### src/rtl/mcp23s17_scanner_if.sv
// Signal bundle between the MCP23S17 scanner, the expander bus and user logic.
// master = scanner side, slave = expanders + user logic side.
interface mcp23s17_scanner_if #(parameter int NUM_DEV = 2);
  logic                   inta;
  logic                   miso;
  logic                   mosi;
  logic                   cs;
  logic                   sck;
  logic                   scan_req;
  logic                   ready;
  logic [16*NUM_DEV-1:0]  gpio;
  logic                   valid;

  modport master (input inta, miso, scan_req, output mosi, cs, sck, ready, gpio, valid);
  modport slave  (output inta, miso, scan_req, input mosi, cs, sck, ready, gpio, valid);
endinterface

### src/rtl/mcp23s17_scanner.sv
// SPI master that configures NUM_DEV MCP23S17 expanders (HAEN addressing) and
// keeps scanning their 16 inputs each into a flat gpio vector.
// Optional feature: define MCP23S17_DEBOUNCE_EN to only pass a gpio bit once two
// consecutive scans agree (init then runs two scans before ready).
module mcp23s17_scanner #(
  parameter int NUM_DEV     = 2,
  parameter int CLK_DIV     = 7,
  parameter int POLL_CYCLES = 28000
) (
  input  logic                clk,
  input  logic                rst_n,
  mcp23s17_scanner_if.master  bus
);
  localparam int GW = 16*NUM_DEV;
  localparam int DW = (CLK_DIV > 1) ? $clog2(CLK_DIV) : 1;
  localparam int PW = $clog2(POLL_CYCLES);

  typedef enum logic [2:0] {CFG_BCAST, CFG_DEV, INIT_SCAN, IDLE, SCAN, UPDATE} state_t;
  typedef enum logic [1:0] {E_IDLE, E_RUN, E_GAP} eng_t;

  state_t         state, state_nx;
  eng_t           eng;
  logic [DW-1:0]  div_cnt;
  logic [6:0]     hcnt, hlast;
  logic [31:0]    tx_sh, tx_word;
  logic [15:0]    rx_sh;
  logic           cs_q, sck_q;
  logic [2:0]     dev;
  logic [1:0]     cidx;
  logic [7:0]     cfg_reg;
  logic [PW-1:0]  poll;
  logic [1:0]     inta_ff;
  logic           pend, start, go, tick, fr_done, last_dev, init_last;
  logic [GW-1:0]  shadow, gpio_q;
  logic           ready_q, valid_q;

  assign tick     = (div_cnt == DW'(CLK_DIV-1));
  // A frame is finished once the inter-frame gap (two half periods) has elapsed.
  assign fr_done  = (eng == E_GAP) && tick && hcnt[0];
  assign last_dev = (dev == 3'(NUM_DEV-1));
  assign go       = !inta_ff[1] || bus.scan_req || pend || (poll == PW'(POLL_CYCLES-1));

  assign bus.cs    = cs_q;
  assign bus.sck   = sck_q;
  assign bus.mosi  = tx_sh[31];
  assign bus.gpio  = gpio_q;
  assign bus.ready = ready_q;
  assign bus.valid = valid_q;

  // SPI bit engine: mode 0, MSB first, half period = CLK_DIV clks, cs gap = 2 half periods.
  always_ff @(posedge clk or negedge rst_n) begin
    if (!rst_n) begin
      eng <= E_IDLE; div_cnt <= '0; hcnt <= '0; hlast <= '0;
      tx_sh <= '0; rx_sh <= '0; cs_q <= 1'b1; sck_q <= 1'b0;
    end else begin
      case (eng)
        E_IDLE: if (start) begin
          eng <= E_RUN; cs_q <= 1'b0; tx_sh <= tx_word;
          hcnt <= '0; div_cnt <= '0;
          hlast <= (state == CFG_BCAST) ? 7'd48 : 7'd64;
        end
        E_RUN, E_GAP: begin
          div_cnt <= tick ? '0 : div_cnt + 1'b1;
          if (tick) begin
            if (eng == E_GAP) begin
              hcnt <= hcnt + 7'd1;
              if (hcnt[0]) eng <= E_IDLE;
            end else if (hcnt == hlast) begin
              cs_q <= 1'b1; eng <= E_GAP; hcnt <= '0;
            end else if (!hcnt[0]) begin
              sck_q <= 1'b1; rx_sh <= {rx_sh[14:0], bus.miso}; hcnt <= hcnt + 7'd1;
            end else begin
              sck_q <= 1'b0; tx_sh <= {tx_sh[30:0], 1'b0}; hcnt <= hcnt + 7'd1;
            end
          end
        end
        default: eng <= E_IDLE;
      endcase
    end
  end

  // Sequencer state register.
  always_ff @(posedge clk or negedge rst_n) begin
    if (!rst_n) state <= CFG_BCAST;
    else        state <= state_nx;
  end

  // Sequencer next-state logic.
  always_comb begin
    state_nx = state;
    case (state)
      CFG_BCAST: if (fr_done) state_nx = CFG_DEV;
      CFG_DEV:   if (fr_done && cidx == 2'd2 && last_dev) state_nx = INIT_SCAN;
      INIT_SCAN,
      SCAN:      if (fr_done && last_dev) state_nx = UPDATE;
      IDLE:      if (go) state_nx = SCAN;
      UPDATE:    state_nx = (ready_q || init_last) ? IDLE : INIT_SCAN;
      default:   state_nx = CFG_BCAST;
    endcase
  end

  // Sequencer outputs: frame start strobe and frame contents (left aligned).
  // IDLE starts the first scan frame in the same cycle it decides to scan.
  always_comb begin
    start   = 1'b0;
    tx_word = {4'h4, dev, 1'b1, 8'h12, 16'h0000};
    case (cidx)
      2'd0:    cfg_reg = 8'h00;
      2'd1:    cfg_reg = 8'h0C;
      default: cfg_reg = 8'h04;
    endcase
    case (state)
      CFG_BCAST: begin start = (eng == E_IDLE); tx_word = {24'h400A08, 8'h00}; end
      CFG_DEV:   begin start = (eng == E_IDLE); tx_word = {4'h4, dev, 1'b0, cfg_reg, 16'hFFFF}; end
      INIT_SCAN,
      SCAN:      start = (eng == E_IDLE);
      IDLE:      start = go && (eng == E_IDLE);
      default:   start = 1'b0;
    endcase
  end

  // Device / register counters, poll timer, pending request and inta synchroniser.
  always_ff @(posedge clk or negedge rst_n) begin
    if (!rst_n) begin
      dev <= '0; cidx <= '0; poll <= '0; pend <= 1'b0; inta_ff <= 2'b11;
    end else begin
      inta_ff <= {inta_ff[0], bus.inta};
      if (fr_done && state == CFG_DEV) begin
        if (cidx == 2'd2) begin
          cidx <= '0;
          dev  <= last_dev ? 3'd0 : dev + 3'd1;
        end else cidx <= cidx + 2'd1;
      end else if (fr_done && (state == SCAN || state == INIT_SCAN))
        dev <= last_dev ? 3'd0 : dev + 3'd1;
      if (state == IDLE) poll <= go ? '0 : poll + 1'b1;
      if (state == IDLE && go) pend <= 1'b0;
      else if (bus.scan_req)   pend <= 1'b1;
    end
  end

  // Shadow collects one device per read frame as {GPIOB, GPIOA}.
  always_ff @(posedge clk or negedge rst_n) begin
    if (!rst_n) shadow <= '1;
    else if (fr_done && (state == SCAN || state == INIT_SCAN))
      for (int d = 0; d < NUM_DEV; d++)
        if (dev == 3'(d)) shadow[16*d +: 16] <= {rx_sh[7:0], rx_sh[15:8]};
  end

`ifdef MCP23S17_DEBOUNCE_EN
  logic [GW-1:0] prev;
  logic          init_pass;
  assign init_last = init_pass;

  // Debounced publish: a bit follows the scan only when the last two scans agree.
  always_ff @(posedge clk or negedge rst_n) begin
    if (!rst_n) begin
      gpio_q <= '1; prev <= '1; init_pass <= 1'b0; ready_q <= 1'b0; valid_q <= 1'b0;
    end else begin
      valid_q <= (state == UPDATE);
      if (state == UPDATE) begin
        gpio_q    <= (gpio_q & (shadow ^ prev)) | (shadow & ~(shadow ^ prev));
        prev      <= shadow;
        init_pass <= 1'b1;
        if (init_pass) ready_q <= 1'b1;
      end
    end
  end
`else
  assign init_last = 1'b1;

  // Publish the whole scan atomically; ready latches on the first load.
  always_ff @(posedge clk or negedge rst_n) begin
    if (!rst_n) begin
      gpio_q <= '1; ready_q <= 1'b0; valid_q <= 1'b0;
    end else begin
      valid_q <= (state == UPDATE);
      if (state == UPDATE) begin
        gpio_q  <= shadow;
        ready_q <= 1'b1;
      end
    end
  end
`endif
endmodule

### src/flat_wrapper.sv
// flat-port wrapper written by rule: the top's interface ports become plain ports
module mcp23s17_scanner_flat 
#(
  parameter int NUM_DEV     = 2,
  parameter int CLK_DIV     = 7,
  parameter int POLL_CYCLES = 28000
)
  (clk, rst_n, bus_inta, bus_miso, bus_scan_req, bus_mosi, bus_cs, bus_sck, bus_ready, bus_gpio, bus_valid);
  mcp23s17_scanner_if #(.NUM_DEV(NUM_DEV)) bus_i ();
  input  logic clk;
  input  logic rst_n;
  input wire logic [$bits(bus_i.inta)-1:0] bus_inta;
  input wire logic [$bits(bus_i.miso)-1:0] bus_miso;
  input wire logic [$bits(bus_i.scan_req)-1:0] bus_scan_req;
  output wire logic [$bits(bus_i.mosi)-1:0] bus_mosi;
  output wire logic [$bits(bus_i.cs)-1:0] bus_cs;
  output wire logic [$bits(bus_i.sck)-1:0] bus_sck;
  output wire logic [$bits(bus_i.ready)-1:0] bus_ready;
  output wire logic [$bits(bus_i.gpio)-1:0] bus_gpio;
  output wire logic [$bits(bus_i.valid)-1:0] bus_valid;
  assign bus_i.inta = bus_inta;
  assign bus_i.miso = bus_miso;
  assign bus_i.scan_req = bus_scan_req;
  assign bus_mosi = bus_i.mosi;
  assign bus_cs = bus_i.cs;
  assign bus_sck = bus_i.sck;
  assign bus_ready = bus_i.ready;
  assign bus_gpio = bus_i.gpio;
  assign bus_valid = bus_i.valid;
  mcp23s17_scanner #(.NUM_DEV(NUM_DEV), .CLK_DIV(CLK_DIV), .POLL_CYCLES(POLL_CYCLES)) u_core (.clk(clk), .rst_n(rst_n), .bus(bus_i));
endmodule
### config.mk
export PLATFORM = sky130hd
export DESIGN_NAME = mcp23s17_scanner_flat
export DESIGN_NICKNAME = d
export VERILOG_FILES = /design/src/rtl/mcp23s17_scanner_if.sv /design/src/rtl/mcp23s17_scanner.sv /design/src/flat_wrapper.sv
export SDC_FILE = /design/constraint.sdc
export NUM_CORES = 1
export LEC_CHECK = 0
export BUFFER_PORTS_ARGS = -buffer_cell sky130_fd_sc_hd__buf_4
export CAP_MARGIN = 10
export CELL_PAD_IN_SITES_DETAIL_PLACEMENT = 2
export CELL_PAD_IN_SITES_GLOBAL_PLACEMENT = 2
export CORE_MARGIN = 2
export CORE_UTILIZATION = 45
export CTS_BUF_LIST = sky130_fd_sc_hd__clkbuf_8
export CTS_CLUSTER_DIAMETER = 40
export DETAILED_ROUTE_END_ITERATION = 12
export PLACE_DENSITY_LB_ADDON = 0.2
export SYNTH_ARGS = -nofsm -noshare
export SYNTH_HDL_FRONTEND = slang
export SYNTH_SLANG_ARGS = --single-unit
### constraint.sdc
create_clock -name clk -period 4.95 [get_ports clk]
set_clock_uncertainty 0.1 [all_clocks]
set_input_delay 0.495 -clock clk [delete_from_list [all_inputs] [get_ports clk]]
set_output_delay 0.495 -clock clk [all_outputs]
set_load 0.02 [all_outputs]
==> summary.txt, run 1 <==
Cells and area
  • Area Growth Syn to Fin: 13.6%
  • Storage element area: ~0.004 mm²
  • Inserted Diodes: 0
  • Layout Utilization: between 50% and 60%
  • Most common cell after layout, fill and taps aside: nand2_1
  • Most frequent cells in the layout: nand2_1 (142), dfrtp_1 (89), dfstp_2 (67), mux2_2 (53), buf_4 (48)
  • Fin nets: 702
  • Footprint of the multi-input gates: 0.00273 mm²
  • # fillers: 1549
  • Share of layout cells above drive strength 1: between 20% and 30%

Synthesis
  • Top FF cell, synth: dfrtp_1
  • EDFF count, synth: 0
  • Synth top area cells: dfrtp_1 (32%), dfstp_2 (25%), mux2_2 (8.5%)
  • Synthesized area: 0.00699 mm²
  • Yosys top cell area share: between 30% and 40%
  • Mapped Avg Cell Area: 10.8 µm²
  • Netlist cell types: 61
  • Async S/R FF share, synth: 100%
  • Cell count after synthesis: approximately 650
  • Synthesis-stage register bit count: 156
  • Synth Net Count: 660
  • Ys Warns: 0
  • Register area share after synthesis: 57.0%
  • Cell taking the most area after synthesis: dfrtp_1

CTS
  • Clock H-tree levels: 4
  • Max clock buf depth: 2
  • Clk sinks: 156
  • Root Buffer: clkbuf_8
  • CTS tree: done
  • Worst skew pair latency: about 0.47 ns
  • Clock transition at the registers of the reported paths: 0.10 ns
  • Number of CTS-inserted buffers: 17
  • Resize count post-CTS: 0

Timing
  • PnR worst setup slack: 1.72 ns
  • Finish-stage setup viols: 0
  • Period minus WS final: roughly 3.2 ns
  • RSZ-0062 raised after global routing: false
  • Final Hold Viols: 0
  • Period utilization: 65.2%
  • Final max-slew violation count: 0
  • Final TNS setup: 0 ns
  • Slew margin rel.: 35.8%
  • FMAX: 0.310 GHz
  • Worst-Margin Slew: 0.962 ns

Die
  • DIE AREA: 0.0165 mm²
  • Die H: 129 µm
  • Cell Rows: 45
  • Core Area: roughly 0.015 mm²
  • Ports: 42
  • Die width: about 130 µm
  • Initial Utilization: 46.0%

Critical path
  • R2r startpoint: u_core.poll[0]
  • Required @ worst endpoint: 5.23 ns
  • CP startpoint kind: flop
  • WS Path Type: reg2reg
  • Worst r2r path cells: 7
  • Arrival time at the worst endpoint: 3.51 ns
  • Register-to-register setup slack: around 1.7 ns
  • Critical Path Start: u_core.poll[0]
  • Critical register-to-register path endpoint: u_core.tx_sh[13]
  • CP endpoint kind: flop
  • Peak fanout along the critical path: 18

Routing
  • 1st-iter DRT viols: 186
  • DRC errors left: 0
  • Via count: 4930
  • Antenna Nets Post-Route: 0
  • Vias per std cell: 5.53
  • DRT Pass-1 Iters: 4
  • Drt total wl: 17.6 mm
  • Average wire per standard cell: 19.8 µm

Power
  • Pwr per Cell Area: 447 mW/mm²
  • Clock group share of total power: 30.2%
  • Switching Share: 34.1%
  • Psw: 1.21 mW
  • Pint: about 2.3 mW
  • Max IR drop VDD: 0.000244 V
  • Comb pwr share: between 20% and 30%
  • LEAKAGE: between 3 and 4 nW
  • Flop pwr share: a little over two fifths

Hold path
  • Hold path startpoint: bus_miso
  • Worst hold endpoint: u_core.rx_sh[0]
  • Worst hold path stage count: 2
  • Class of the worst hold path: in2reg

Placed design
  • IO buf count: 41
  • HPWL Detailed: between 10 and 15 mm
  • Final Wtd Congestion: 0.775
  • Placement Setup Slack: 1.72 ns

Outcome
  • Status: complete, no violations

GRT
  • Grt total ovfl: 0
  • First-pass GRT wire length: 30.3 mm
  • Initial antenna violation count: 0
  • Number of global-route vias before repair: 5729
  • Largest net degree at the start of global routing: 68
  • Global Route Usage Sum: 23.5%

Run
  • Max cap viols: 0
[cells in the mapped netlist, types with 2 or more instances]
library cell / number
buf_2: 3
a21oi_1: 29
ha_1: 7
nand3_1: 18
nand4_1: 7
mux2_2: 53
and3_1: 3
clkbuf_1: 21
and3b_1: 2
o21ai_0: 16
nor2b_1: 4
or4b_2: 2
nor4b_1: 2
o31ai_1: 2
nor3_1: 10
mux2i_1: 25
buf_4: 4
nand3b_1: 4
nand2_1: 142
nor2_1: 30
xnor2_1: 14
or4_1: 2
mux2_1: 7
inv_1: 38
nor3b_1: 2
dfstp_2: 67
nand2b_1: 2
a31oi_1: 3
o211ai_1: 7
o221ai_1: 2
and2_1: 2
dfrtp_1: 89
[registers in the layout (all words and copies together), names as in the netlist]
signal,count
u_core.bus.gpio,32
u_core.shadow,32
u_core.tx_sh,32
u_core.rx_sh,16
u_core.poll,15
u_core.hcnt,7
u_core.dev,3
u_core.div_cnt,3
u_core.state,3
u_core.cidx,2
u_core.eng,2
u_core.hlast,2
u_core.inta_ff,2
u_core.bus.cs,1
u_core.bus.ready,1
u_core.bus.sck,1
u_core.bus.valid,1
u_core.pend,1
[final cells by class]
| cell class | count | share of cell area (%) |
|---|---|---|
| repair buffers | 51 | 4.93 |
| well taps | 188 | 2.96 |
| clock inverters | 15 | 2.69 |
| flip-flops and latches | 156 | 50.2 |
| inverters | 39 | 1.84 |
| multi-input cells | 425 | 34.4 |
| clock buffers | 17 | 2.95 |
[routing by layer]
metal | GRT usage [%] | share of wire, %
met5 | 0 | 0
met4 | 8.18 | 1.7
met3 | 4.12 | 1.8
met2 | 42.5 | 54
met1 | 28.1 | 43
[metrics by stage]
stage | instance area [µm²] | cells | hold WS [ns] | power [mW]
3_5_place_dp | 7470 | 857 | 0.247 | 2.50
2_1_floorplan | 6990 | 648 | 0.0994 | 2.24
3_3_place_gp | 7470 | 857 | 0.246 | 2.42
5_1_grt | 7940 | 891 | 0.156 | 3.78
4_1_cts | 7930 | 890 | 0.000715 | 3.59
6_report | 7940 | 891 | 0.171 | 3.55
[power groups by stage]
| stage | combinational (mW) | clock, mW | sequential [mW] |
|---|---|---|---|
| finish | 0.967 | 1.07 | 1.51 |
| CTS | 0.983 | 1.10 | 1.51 |
| detailed placement | 0.972 | 0 | 1.53 |
| global placement | 0.909 | 0 | 1.51 |
| floorplan | 0.742 | 0 | 1.50 |
| global route | 1.09 | 1.15 | 1.53 |
[kinds of logic (layout without fill, tap and decap cells)]
| group | Yosys count | in the layout | share of synthesized area [%] |
|---|---|---|---|
| XOR/XNOR | 15 | 15 | 1.88 |
| AND/OR/NAND/NOR | 243 | 243 | 16.1 |
| buffers and inverters | 67 | 122 | 3.87 |
| multiplexers | 85 | 85 | 13.2 |
| flip-flops | 156 | 156 | 57.0 |
| AO/OA/AOI/OAI | 74 | 74 | 6.46 |
| adder cells (fa/ha/maj) | 8 | 8 | 1.40 |
[worst max-delay path, stage by stage (launching register included)]
cell	delay (ns)
dfrtp_1	0.43
ha_1	0.25
nand4_1	0.19
nor4_4	0.54
o21ai_2	0.23
nor3_4	0.81
buf_4	0.34
mux2i_1	0.24
[how the worst max path moves through the flow]
stage                       end  cells after the start
2_1_floorplan  u_core.tx_sh[18]                      7
3_3_place_gp    u_core.tx_sh[4]                      7
3_5_place_dp   u_core.tx_sh[13]                      7
4_1_cts        u_core.tx_sh[13]                      7
5_1_grt        u_core.tx_sh[13]                      7
6_report       u_core.tx_sh[13]                      7
[repair_timing]
| action | in CTS | in global routing |
|---|---|---|
| hold endpoints to repair | 15 | 1 |
| buffers inserted | 0 | 0 |
| hold buffers | 1 | 1 |
Power figures use the tool's default switching activity.
==> inputs of run 2 (changes only) <==
--- a/config.mk
+++ b/config.mk
@@ -10,7 +10,7 @@
 export CELL_PAD_IN_SITES_DETAIL_PLACEMENT = 2
 export CELL_PAD_IN_SITES_GLOBAL_PLACEMENT = 2
 export CORE_MARGIN = 2
-export CORE_UTILIZATION = 45
+export CORE_UTILIZATION = 42
 export CTS_BUF_LIST = sky130_fd_sc_hd__clkbuf_8
 export CTS_CLUSTER_DIAMETER = 40
 export DETAILED_ROUTE_END_ITERATION = 12
==> constraint.sdc (replaced) <==
create_clock -name clk -period 3.1 [get_ports clk]
set_clock_uncertainty 0.1 [all_clocks]
set_input_delay 0.31 -clock clk [delete_from_list [all_inputs] [get_ports clk]]
set_output_delay 0.31 -clock clk [all_outputs]
set_load 0.02 [all_outputs]
==> run 2 against run 1 <==
Total power rose by 55%. Flip-flop and latch count did not move. Wire length decreased by 0.66%. Hold slack better by 0.093 ns. Critical path type unchanged. Die area up 6.9%. Sequential power is 60% higher. Cell count rose by 4.6%. Count of clock-buffer cells in the layout rose by 1. Non-clock buffer count increased by 9.
==> summary.txt, run 2 (synthesized netlist as in run 1, its figures left out) <==
Timing
  • Final Hold Viols: 0 (unchanged)
  • Final TNS setup: 0 ns (unchanged)
  • RSZ-0062 raised after global routing: false
  • Period minus WS final: 2.54 ns (-0.690 ns)
  • Slew margin rel.: 49.6% (+14 points)
  • FMAX: 0.394 GHz (+27%)
  • Worst-Margin Slew: 0.753 ns (-0.209 ns)
  • Period utilization: 81.8% (+17 points)
  • Final max-slew violation count: 0 (unchanged)
  • Finish-stage setup viols: 0 (unchanged)

Outcome
  • Status: complete, no violations

Die
  • Die width: 133 µm (+3.4%)
  • Die H: 133 µm (+3.4%)
  • DIE AREA: 0.0177 mm² (+6.9%)
  • Core Area: 0.0164 mm² (+7.9%)
  • Initial Utilization: 42.6% (-3.4 points)
  • Cell Rows: 47 (+4.4%)
  • Ports: 42 (unchanged)

Run
  • Max cap viols: 0 (unchanged)

Placed design
  • HPWL Detailed: 11.8 mm (+3.6%)
  • Final Wtd Congestion: 0.764 (-1.4%)
  • IO buf count: 41 (unchanged)
  • # placed instances: 896 (+4.6%)

GRT
  • First-pass GRT wire length: 29.9 mm (-1.3%)
  • Grt total ovfl: 0 (unchanged)
  • Initial antenna violation count: 0 (unchanged)
  • Global Route Usage Sum: 21.6% (-1.9 points)
  • Largest net degree at the start of global routing: 60 (-12%)
  • Number of global-route vias before repair: 5715 (-0.24%)

CTS
  • Worst skew pair latency: 0.47 ns (about the same)
  • Clk sinks: 156 (unchanged)
  • Max clock buf depth: 2 (unchanged)
  • Number of CTS-inserted buffers: 17 (unchanged)
  • Root Buffer: clkbuf_8
  • Resize count post-CTS: 0 (unchanged)
  • Clock H-tree levels: 4 (unchanged)
  • CTS tree: done
  • Clock transition at the registers of the reported paths: 0.09 ns (about the same)

Routing
  • Via count: 4930 (unchanged)
  • Average wire per standard cell: 18.8 µm (-5.0%)
  • 1st-iter DRT viols: 136 (-27%)
  • Vias per std cell: 5.29 (-4.4%)
  • Drt total wl: 17.5 mm (-0.66%)
  • Antenna Nets Post-Route: 0 (unchanged)
  • DRT Pass-1 Iters: 4 (unchanged)
  • DRC errors left: 0 (unchanged)

Power
  • Total power draw: 5.52 mW (+55%)
  • Pwr per Cell Area: 690 mW/mm² (+54%)
  • LEAKAGE: 3.60 nW (+0.85%)
  • Max IR drop VDD: 0.000488 V (+100%)

Critical path
  • CP startpoint kind: flop
  • CP endpoint kind: flop
  • WS Path Type: reg2reg
  • Arrival time at the worst endpoint: 2.79 ns (-0.72 ns)
  • Required @ worst endpoint: 3.35 ns (-1.88 ns)
  • Peak fanout along the critical path: 32 (+14)

Cells and area
  • Share of layout cells above drive strength 1: 30.2% (+0.61 points)
  • Footprint of the multi-input gates: 0.00273 mm² (unchanged)
  • Inserted Diodes: 0 (unchanged)
  • Storage element area: 0.00399 mm² (unchanged)
  • Fin nets: 711 (+1.3%)
  • Most common cell after layout, fill and taps aside: nand2_1
  • Final non-filler cell total: 932 (+4.6%)
  • Area Growth Syn to Fin: 14.4%
  • # fillers: 1670 (+7.8%)
  • Most frequent cells in the layout: nand2_1 (142), dfrtp_1 (89), dfstp_2 (67), buf_4 (54), mux2_2 (53)

Hold path
  • Class of the worst hold path: reg2reg
==> run 2: routing by layer <==
metal	vias to the layer above	share of wire [%]	global-route usage, %
met5	-	0	0
met4	0	1.3	7.29
met2	47	54	40.0
met3	16	2.1	3.87
li1	2291	-	-
met1	2576	42	25.1
==> run 2: worst paths after layout <==
| kind | end | start | slack, ns | depth (start not counted) |
|---|---|---|---|---|
| max | u_core.tx_sh[26] | u_core.poll[0] | 0.56 | 7 |
| max reg2reg | u_core.tx_sh[26] | u_core.poll[0] | 0.56 | 7 |
| max in group asynchronous | u_core.tx_sh[19] | rst_n | 1.62 | 3 |
| min in group asynchronous | u_core.rx_sh[0] | rst_n | 0.29 | 2 |
| min reg2reg | u_core.inta_ff[1] | u_core.inta_ff[0] | 0.26 | 0 |
| min | u_core.inta_ff[1] | u_core.inta_ff[0] | 0.26 | 0 |
==> run 2: critical path, cell delays in order, from the launching register on <==
cell	delay [ns]
dfrtp_1	0.43
ha_1	0.25
nand4_1	0.19
nor4_4	0.36
o21ai_2	0.19
nor3_4	0.27
buf_12	0.26
mux2_1	0.35
==> run 2: cell type report <==
cell class                 instances  area share (%)
clock buffer                      18            3.10
clock inverter                    14            1.64
inverter                          39            1.83
multi-input combinational        425            34.2
sequential                       156            49.9
tap                              220            3.44
timing repair buffer              60            5.96
==> run 2: per-stage QoR <==
| stage | util [%] | area [µm²] | hold slack (ns) | setup WS [ns] |
|---|---|---|---|---|
| finish | 48.8 | 8000 | 0.264 | 0.563 |
| global route | 48.8 | 8000 | 0.277 | 0.397 |
| CTS | 48.8 | 8000 | 0.264 | 0.545 |
| detailed placement | 46.2 | 7580 | 0.234 | 0.612 |
| global placement | 46.2 | 7580 | 0.237 | 0.723 |
| floorplan | - | 6990 | -0.0856 | 0.724 |
==> run 2: what timing repair did <==
action | in CTS | in global routing
setup buffers | 0 | 0
hold buffers | 4 | 0
endpoints found under the hold margin | 26 | 0
==> run 2: power breakdown <==
group	leakage [nW]	switching [mW]	internal [mW]
sequential	1.89	0.173	2.24
clock	0.200	0.828	0.673
combinational	1.51	0.954	0.649
==> inputs of run 3 (changes only) <==
--- a/config.mk
+++ b/config.mk
@@ -5,12 +5,13 @@
 export SDC_FILE = /design/constraint.sdc
 export NUM_CORES = 1
 export LEC_CHECK = 0
+export ABC_AREA = 1
 export BUFFER_PORTS_ARGS = -buffer_cell sky130_fd_sc_hd__buf_4
 export CAP_MARGIN = 10
 export CELL_PAD_IN_SITES_DETAIL_PLACEMENT = 2
 export CELL_PAD_IN_SITES_GLOBAL_PLACEMENT = 2
 export CORE_MARGIN = 2
-export CORE_UTILIZATION = 42
+export CORE_UTILIZATION = 36
 export CTS_BUF_LIST = sky130_fd_sc_hd__clkbuf_8
 export CTS_CLUSTER_DIAMETER = 40
 export DETAILED_ROUTE_END_ITERATION = 12
==> constraint.sdc (replaced) <==
create_clock -name clk -period 2.1 [get_ports clk]
set_clock_uncertainty 0.1 [all_clocks]
set_input_delay 0.21 -clock clk [delete_from_list [all_inputs] [get_ports clk]]
set_output_delay 0.21 -clock clk [all_outputs]
set_load 0.02 [all_outputs]
==> run 3 against run 2 <==
Sequential power grew 25%. Die area grew 16%. Register-to-register slack lost 0.44 ns. Final area grew 2.5%. Synthesized cell count grew 18%. Combinational power shrank 94%. Largest cell class unchanged. Hold slack lost 0.10 ns. Cell count grew 17%. Via count grew 7.0%. Global-route usage shrank 3.1 points. Wire length shrank 0.20%. Critical path type unchanged. Flip-flop and latch count is the same.
==> summary.txt, run 3 <==
Outcome
  • Status: complete, no violations

Critical path
  • Worst r2r path cells: 9 (+2)
  • Arrival time at the worst endpoint: 2.22 ns (-0.57 ns)
  • WS Path Type: reg2reg
  • Critical register-to-register path endpoint: u_core.tx_sh[8]
  • Required @ worst endpoint: 2.35 ns (-1.00 ns)
  • CP endpoint kind: flop
  • Register-to-register setup slack: 0.13 ns (-0.44 ns)
  • Peak fanout along the critical path: 16 (-50%)
  • R2r startpoint: u_core.eng[1]
  • CP startpoint kind: flop

Timing
  • Period utilization: 93.9% (+12 points)
  • Slew margin rel.: 61.4% (+12 points)
  • RSZ-0062 raised after global routing: true
  • Final TNS setup: 0 ns (unchanged)
  • FMAX: 0.507 GHz (+29%)
  • Worst-Margin Slew: 0.578 ns (-0.175 ns)
  • Finish-stage setup viols: 0 (unchanged)
  • Final hold slack: 0.164 ns (-0.100 ns)
  • Final Hold Viols: 0 (unchanged)
  • PnR worst setup slack: 0.128 ns (-0.435 ns)
  • Final max-slew violation count: 0 (unchanged)
  • Period minus WS final: 1.97 ns (-0.565 ns)

CTS
  • Number of CTS-inserted buffers: 17 (unchanged)
  • Clk sinks: 156 (unchanged)
  • Max clock buf depth: 2 (unchanged)
  • CTS tree: done
  • Clock transition at the registers of the reported paths: 0.09 ns (about the same)
  • Worst skew pair latency: 0.46 ns (about the same)
  • Clock H-tree levels: 4 (unchanged)
  • Root Buffer: clkbuf_8

Run
  • Max cap viols: 0 (unchanged)

Routing
  • Drt total wl: 17.5 mm (-0.20%)
  • DRC errors left: 0 (unchanged)
  • Via count: 5273 (+7.0%)
  • DRT Pass-1 Iters: 4 (unchanged)
  • 1st-iter DRT viols: 193 (+42%)
  • Antenna Nets Post-Route: 0 (unchanged)
  • Vias per std cell: 4.83 (-8.6%)
  • Average wire per standard cell: 16.0 µm (-15%)

Cells and area
  • Most common cell after layout, fill and taps aside: nand2_1
  • Share of layout cells above drive strength 1: 28.4% (-1.8 points)
  • Post-route cell area: 0.00820 mm² (+2.5%)
  • Most frequent cells in the layout: nand2_1 (247), dfrtp_1 (89), dfstp_2 (67), inv_1 (57), buf_4 (54)
  • Fin nets: 830 (+17%)
  • Area Growth Syn to Fin: 17.2%
  • Inserted Diodes: 0 (unchanged)

Die
  • Cell Rows: 50 (+6.4%)
  • Ports: 42 (unchanged)
  • Die width: 143 µm (+7.8%)
  • DIE AREA: 0.0206 mm² (+16%)
  • Initial Utilization: 37.0% (-5.6 points)
  • Die H: 143 µm (+7.8%)
  • Core Area: 0.0189 mm² (+15%)

Placed design
  • Cell Area, Placed: 0.00772 mm² (+1.8%)
  • HPWL Detailed: 12.4 mm (+5.3%)
  • IO buf count: 41 (unchanged)
  • Placement Setup Slack: 0.0164 ns (-0.596 ns)
  • Final Wtd Congestion: 0.758 (-0.81%)

Synthesis
  • Top-count cell post-synth: nand2_1
  • Cell count after synthesis: 762 (+18%)
  • Mapped Avg Cell Area: 9.18 µm² (-15%)
  • Yosys top cell area share: 31.8% (about the same)
  • Ys Warns: 0 (unchanged)
  • Netlist cell types: 39 (-36%)
  • Synth Net Count: 774 (+17%)
  • EDFF count, synth: 0 (unchanged)
  • Most frequent cells after synthesis: nand2_1 (248), dfrtp_1 (89), dfstp_2 (67), inv_1 (57), o21ai_0 (55)
  • Cell taking the most area after synthesis: dfrtp_1
  • Async S/R FF share, synth: 100% (unchanged)
  • Register area share after synthesis: 57.0% (about the same)
  • Synthesis-stage register bit count: 156 (unchanged)
  • Top FF cell, synth: dfrtp_1
  • Synth top area cells: dfrtp_1 (32%), dfstp_2 (25%), nand2_1 (13%)
  • Synthesized area: 0.00700 mm² (about the same)

Power
  • Pwr per Cell Area: 667 mW/mm² (-3.3%)
  • Max IR drop VDD: 0.000391 V (-20%)
  • LEAKAGE: 3.70 nW (+2.9%)

GRT
  • Global Route Usage Sum: 18.5% (-3.1 points)
  • First-pass GRT wire length: 30.1 mm (+0.85%)
  • Number of global-route vias before repair: 5968 (+4.4%)
  • Largest net degree at the start of global routing: 52 (-13%)
  • Grt total ovfl: 0 (unchanged)
  • Initial antenna violation count: 0 (unchanged)

Hold path
  • Class of the worst hold path: in2async
run 3: cell types whose count changed in the layout (fill, tap and decap cells not counted), sizes merged, moves of 6 or more:
cell and change:
nand3 +8, inv +22, buf +7, mux2i -25, o211ai -7, mux2 -59
nor2 +16, o21ai +84, xor2 +6, xnor2 -13, nand2 +117
run 3: final cells by class:
class | count | area, µm²
flip-flops and latches | 156 | 3990
inverters | 62 | 236
multi-input cells | 514 | 2630
fillers | 2071 | 10700
repair buffers | 67 | 617
well taps | 260 | 325
clock inverters | 14 | 159
clock buffers | 18 | 248
run 3: critical path: stages (launching register included):
cell     delay (ns)
dfrtp_1        0.42
inv_1          0.11
ha_4           0.33
buf_4          0.18
nand2_1        0.17
nand2_8        0.15
nand2_8        0.09
buf_12         0.17
nand2_1        0.08
o21ai_2        0.05
run 3: report_power, final:
part           internal, mW  leakage, nW  switching (mW)
clock                  1.12        0.206            1.24
sequential             3.02         1.84         0.00236
combinational        0.0226         1.66          0.0676
total                  4.16         3.70            1.31
run 3: per-stage QoR:
step	total power, mW	cells	util (%)
floorplan	3.08	762	-
global placement	3.16	1055	40.9
detailed placement	3.16	1055	40.9
CTS	5.56	1091	43.2
global route	5.68	1091	43.4
finish	5.47	1091	43.4
run 3: layer usage:
| layer | vias to the layer above | global-route usage (%) | part of all wire [%] |
|---|---|---|---|
| li1 | 2546 | - | - |
| met1 | 2674 | 23.4 | 45 |
| met2 | 43 | 32.5 | 52 |
| met3 | 10 | 3.40 | 1.8 |
| met4 | 0 | 5.11 | 1.0 |
| met5 | - | 0 | 0 |
run 3: cells by family after synthesis:
family | synth area share [%]
and+or+nand+nor | 21.6
DFF | 57.0
AOI/OAI and AO/OA | 13.0
buffers and inverters | 5.94
xor gates and xnor gates | 1.00
adders and majority gates | 1.25
muxes | 0.161
run 3: timing repair:
item                       in CTS  in global routing
hold endpoints to repair       76                  0
setup buffers                   0                  0
gates resized for setup         1                  9
hold buffers                    4                  0
setup endpoints to repair      31                 54
run 3: worst max-delay path by stage:
stage / depth (start not counted) / slack [ns] / startpoint / end
4_1_cts: 9 / 0.02 / u_core.eng[1] / u_core.tx_sh[29]
2_1_floorplan: 10 / 0.26 / u_core.eng[0] / u_core.dev[2]
3_5_place_dp: 9 / 0.02 / u_core.eng[1] / u_core.tx_sh[12]
3_3_place_gp: 9 / 0.19 / u_core.eng[0] / u_core.tx_sh[27]
5_1_grt: 10 / -0.01 / u_core.eng[0] / u_core.dev[2]
6_report: 9 / 0.13 / u_core.eng[1] / u_core.tx_sh[8]
